### config.mk
export PLATFORM = sky130hd
export DESIGN_NAME = sfifo_stream_reader
export DESIGN_NICKNAME = d
export VERILOG_FILES = /design/src/rtl/sfifo_stream_reader.sv
export SDC_FILE = /design/constraint.sdc
export NUM_CORES = 1
export LEC_CHECK = 0
export BUFFER_PORTS_ARGS = -buffer_cell sky130_fd_sc_hd__buf_4
export CAP_MARGIN = 5
export CORE_MARGIN = 2
export CORE_UTILIZATION = 51
export CTS_CLUSTER_SIZE = 30
export DETAILED_ROUTE_END_ITERATION = 7
export PLACE_DENSITY = 0.89
export SETUP_SLACK_MARGIN = 0.4
export SYNTH_ARGS = -nofsm -noshare
export SYNTH_HDL_FRONTEND = slang
export SYNTH_SLANG_ARGS = --single-unit
### constraint.sdc
create_clock -name clock0 -period 2.35 [get_ports clock0]
set_input_delay 0.3525 -clock clock0 [delete_from_list [all_inputs] [get_ports clock0]]
set_output_delay 0.3525 -clock clock0 [all_outputs]
set_load 0.02 [all_outputs]
### src/rtl/sfifo_stream_reader.sv
`default_nettype none
// ============================================================================
// sfifo_stream_reader: pops a BRAM FIFO, hides its read latency and presents
// the words as a valid/ready stream with flush, word count and underrun flag.
// Revision: 1.0
// ============================================================================
module sfifo_stream_reader #(
    parameter int DATA_WIDTH   = 36,
    parameter int READ_LATENCY = 1,
    parameter int FLUSH_CYCLES = 2,
    parameter int CNT_WIDTH    = 16
) (
    input  logic                  clock0,
    input  logic                  reset_n,
    input  logic                  fifo_empty,
    input  logic                  fifo_underrun,
    input  logic [DATA_WIDTH-1:0] fifo_dout,
    output logic                  fifo_pop,
    output logic                  fifo_flush,
    input  logic                  flush,
    output logic                  m_valid,
    input  logic                  m_ready,
    output logic [DATA_WIDTH-1:0] m_data,
    output logic [CNT_WIDTH-1:0]  word_count,
    output logic                  underrun_seen
);

    localparam int BUF_DEPTH = READ_LATENCY + 1;
    localparam int OCC_W     = $clog2(BUF_DEPTH + 1) + 1;
    localparam int FC_W      = (FLUSH_CYCLES > 1) ? $clog2(FLUSH_CYCLES) : 1;

    localparam logic [OCC_W-1:0] DEPTH_V = OCC_W'(BUF_DEPTH);
    localparam logic [FC_W-1:0]  FC_LAST = FC_W'(FLUSH_CYCLES - 1);

    typedef enum logic [0:0] {
        ST_RUN   = 1'b0,
        ST_FLUSH = 1'b1
    } state_t;

    state_t                  state, state_nxt;
    logic [FC_W-1:0]         flush_cnt, flush_cnt_nxt;
    logic                    enter_flush;

    logic [DATA_WIDTH-1:0]   buf_q   [BUF_DEPTH];
    logic [DATA_WIDTH-1:0]   buf_nxt [BUF_DEPTH];
    logic [OCC_W-1:0]        occ, occ_nxt;
    logic [OCC_W-1:0]        wr_slot;
    logic [READ_LATENCY-1:0] inflight, inflight_nxt;
    logic [OCC_W-1:0]        inflight_cnt;
    logic [OCC_W-1:0]        pending;
    logic                    deq;
    logic                    wr;

    always_comb begin
        inflight_cnt = '0;
        for (int i = 0; i < READ_LATENCY; i++) begin
            inflight_cnt = inflight_cnt + OCC_W'(inflight[i]);
        end
    end

    assign pending = occ + inflight_cnt;
    assign wr      = inflight[READ_LATENCY-1];
    assign m_valid = (occ != '0) && (state == ST_RUN);
    assign m_data  = buf_q[0];
    assign deq     = m_valid && m_ready;

    // Pop only when every issued read is guaranteed a buffer slot on return;
    // a same-cycle dequeue frees the slot, hence the m_ready path.
    always_comb begin
        state_nxt     = state;
        flush_cnt_nxt = flush_cnt;
        enter_flush   = 1'b0;
        fifo_pop      = 1'b0;
        case (state)
            ST_RUN: begin
                if (flush) begin
                    enter_flush   = 1'b1;
                    state_nxt     = ST_FLUSH;
                    flush_cnt_nxt = '0;
                end else if (reset_n && !fifo_empty &&
                             ((pending < DEPTH_V) || ((pending == DEPTH_V) && deq))) begin
                    fifo_pop = 1'b1;
                end
            end
            ST_FLUSH: begin
                if (flush_cnt == FC_LAST) begin
                    state_nxt = ST_RUN;
                end else begin
                    flush_cnt_nxt = flush_cnt + 1'b1;
                end
            end
            default: state_nxt = ST_RUN;
        endcase
    end

    always_comb begin
        inflight_nxt[0] = fifo_pop;
        for (int i = 1; i < READ_LATENCY; i++) begin
            inflight_nxt[i] = inflight[i-1];
        end
    end

    // Shift-register buffer: head always at index 0, returning word lands
    // just behind the last valid entry after any dequeue.
    assign wr_slot = deq ? (occ - OCC_W'(1)) : occ;

    always_comb begin
        for (int i = 0; i < BUF_DEPTH; i++) begin
            buf_nxt[i] = buf_q[i];
        end
        occ_nxt = occ;
        if (deq) begin
            for (int i = 0; i < BUF_DEPTH - 1; i++) begin
                buf_nxt[i] = buf_q[i+1];
            end
            buf_nxt[BUF_DEPTH-1] = '0;
            occ_nxt = occ - OCC_W'(1);
        end
        if (wr) begin
            for (int i = 0; i < BUF_DEPTH; i++) begin
                if (OCC_W'(i) == wr_slot) begin
                    buf_nxt[i] = fifo_dout;
                end
            end
            occ_nxt = occ_nxt + OCC_W'(1);
        end
    end

    always_ff @(posedge clock0 or negedge reset_n) begin
        if (!reset_n) begin
            state         <= ST_RUN;
            flush_cnt     <= '0;
            fifo_flush    <= 1'b0;
            occ           <= '0;
            inflight      <= '0;
            word_count    <= '0;
            underrun_seen <= 1'b0;
            for (int i = 0; i < BUF_DEPTH; i++) begin
                buf_q[i] <= '0;
            end
        end else begin
            state      <= state_nxt;
            flush_cnt  <= flush_cnt_nxt;
            fifo_flush <= enter_flush;
            if (enter_flush) begin
                occ           <= '0;
                inflight      <= '0;
                word_count    <= '0;
                underrun_seen <= 1'b0;
                for (int i = 0; i < BUF_DEPTH; i++) begin
                    buf_q[i] <= '0;
                end
            end else begin
                occ      <= occ_nxt;
                inflight <= inflight_nxt;
                buf_q    <= buf_nxt;
                if (deq) begin
                    word_count <= word_count + 1'b1;
                end
                if (fifo_underrun) begin
                    underrun_seen <= 1'b1;
                end
            end
        end
    end

endmodule
`default_nettype wire

==> reports/metrics.csv <==
metric,value,unit
outcome,"finished, final reports clean",
layout cells sized above 1,35.2,%
cell mode on critical path,buf_6,
worst reg2reg path depth,11,
Site Rows,37,
DP HPWL,8.44,mm
DIE HEIGHT,106,um
Hold WC Path Type,in -> async,
Synth Flop Type,dfrtp_1,
Worst-Margin Slew,795,ps
Final Skew,8.85,ps
Initial DRT Pass Iterations,5,
CP arrival,1960,ps
sequential share of power,33.3,%
GR peak layer,met2,
# DRC,0,
DR vias/cell,6.12,
H-tree levels,3,
Tmin final,2320,ps
syn nets,595,
library cells used by synthesis,42,
"Req. time, crit path",2000,ps
# hold bufs at CTS,0,
Logic pwr share,47.3,%
Worst Path Max Fanout,2,
Initial Util,51.9,%
Sw Share,40.4,%
P_int,3.65,mW
Final Setup Violations,0,
Max Transition Viols Final,0,
Yosys top cell by area,dfrtp_1,
initial DRC count,445,
fmax,432,MHz
"flops & latches, synth",96,
fillcell total,717,
ranking of synthesized cells by area,"dfrtp_1, mux2i_1, nand3_1, a21o_1, buf_4",
CTS tree,done,
Post-synth EDFFs,0,
worst hold slack,30.6,ps
Peak VDD IR,0.000579,V
sequential area share after synthesis,45.4,%
die footprint,11200,um2
quantity of I/O buffers inserted on ports,97,
"Avg Cell Area, Syn",9.67,um2
Die X,106,um
Clock transition at path regs,90,ps
CP max stage cell,dfrtp_1,
Storage cell area,2400,um2
crit-path cells,"inv_2, ha_4, nor2b_4, buf_6, or3_4, a21oi_4, buf_6",
switching power,2.47,mW
io pins,98,
Async SR Flop Fraction,100,%
M1 GR Usage,35.3,%
Setup crit end kind,output pin,
clk sink count,96,
ANT cells,0,
Total Power,6.13,mW
Core Area,10200,um2
first-pass GRT wire length,25.0,mm
vias,4728,
global placement routability congestion,0.832,
initial antenna violation count,0,
met2 global-route usage,48.2,%
routed wire length,16.1,mm
# nets final,682,
RSZ-0062 raised after global routing,true,
Pleak,3.36,nW
kind of critical path,reg -> out,
vias in the first global route,4895,
Congestion Overflow GR,0,
Synth-to-Final Area Change,32.2,%
Multi-input gate area,2650,um2
CP Launch Type,flop,
final hold vios,0,
clock insertion delay at the later pin of the skew report,370,ps
remaining antenna violation count,0,
Final period util,98.6,%
r2r startpoint,occ[0]$_DFF_PN0_,
share of the synthesized area in the top cell type,45.4,%
most instantiated cells after synthesis,"dfrtp_1, nand3_1, mux2i_1",
Post-Syn Instances,547,
Synthesis Warnings,0,
Root Driver,clkbuf_8,
max_slew headroom,47.0,%
met3 Use GR,5.01,%
CTS max path bufs,2,
"Cell Area, Synth",5290,um2
Crit. Startpoint,occ[0]$_DFF_PN0_,
crit-path max cell delay,430,ps
max-cap violation count,0,
pwr dens,876,nW/um2
"count leader, synth",dfrtp_1,
DR WL/cell,20.8,um
TritonCTS Buffers,9,
Clk pwr share,19.4,%
pin count of the biggest net entering global routing,63,
GRT Total Usage,28.7,%
## layout by cell type (no fill, tap or decap), types with 10 or more instances in the layout
cell type  Yosys  final
dfrtp_1       96     94
buf_4         36    126
nor2_1        17     15
nand2_1       48     48
nand3_1       78     78
a21o_1        37     37
clkbuf_8       0     10
buf_6          2     15
mux2i_1       74     65
o21ai_0       43     39
## critical path: cells and delay by family (launching register included)
kind,cells,cell delay [ps]
adders and majority gates,1,160
DFF,1,430
AOI/OAI and AO/OA,1,160
and+or+nand+nor,2,490
buffers and inverters,3,350
## area by class of cell
cell class | count | area share (%)
clock inverter | 3 | 0.966
tap | 136 | 2.43
multi-input combinational | 364 | 37.9
timing repair buffer | 159 | 22.1
sequential | 96 | 34.4
inverter | 4 | 0.215
clock buffer | 11 | 2.02
## power groups by stage
stage               sequential [mW]  combinational (mW)  clock [mW]
floorplan                      2.04                1.56           0
global placement               2.05                2.18           0
detailed placement             2.07                2.25           0
CTS                            2.03                2.67        1.20
global route                   2.06                3.06        1.27
finish                         2.04                2.90        1.19
## kinds of logic after synthesis
kind of cell             synth area share [%]
buffers and inverters                    9.23
adder cells (fa/ha/maj)                  1.42
XOR/XNOR                                 1.92
multiplexers                             14.0
flip-flops                               45.4
AO/OA/AOI/OAI                            12.0
AND/OR/NAND/NOR                          16.0
## final timing paths
path / to / slack [ps]
hold reg to reg: state$_DFF_PN0_ / 460
setup / recovery: fifo_pop / 30
min in group clock0: underrun_seen$_DFFE_PN0P_ / 210
hold / removal: word_count[11]$_DFFE_PN0P_ / 30
max in group asynchronous: inflight$_DFF_PN0_ / 1630
setup reg to reg: buf_q[31]$_DFF_PN0_ / 50
## metrics by stage
stage | utilization (%) | std cells | TNS (ps) | setup WS [ps] | cell area (um2)
2_1_floorplan | - | 547 | 0 | 355 | 5320
6_report | 68.7 | 773 | 0 | 33.1 | 6990
3_5_place_dp | 58.5 | 718 | 0 | 132 | 5960
3_3_place_gp | 58.5 | 718 | 0 | 272 | 5960
4_1_cts | 66.3 | 765 | 0 | 83.3 | 6760
5_1_grt | 68.7 | 773 | -22.4 | -13.3 | 6990
## per-layer routing
metal | up-vias | part of all wire [%]
met1 | 2324 | 37
met5 | - | 0
li1 | 2062 | -
met2 | 288 | 51
met3 | 54 | 8.6
met4 | 0 | 3.5
## state kept, by name, summed over array words and instances, names as in the netlist
signal and count:
occ 3, m_data 36, inflight 1, flush_cnt 1
state 1, fifo_flush 1, underrun_seen 1, word_count 16
buf_q 36
## timing repair
| item | in CTS | in global routing |
|---|---|---|
| pin swaps | 17 | 5 |
| hold endpoints to repair | 0 | 0 |
| resized for setup | 41 | 41 |
| endpoints found under the setup margin | 56 | 88 |
| cloned | 9 | 1 |
| buffers inserted | 24 | 7 |
(Power assumes the default switching activity.)
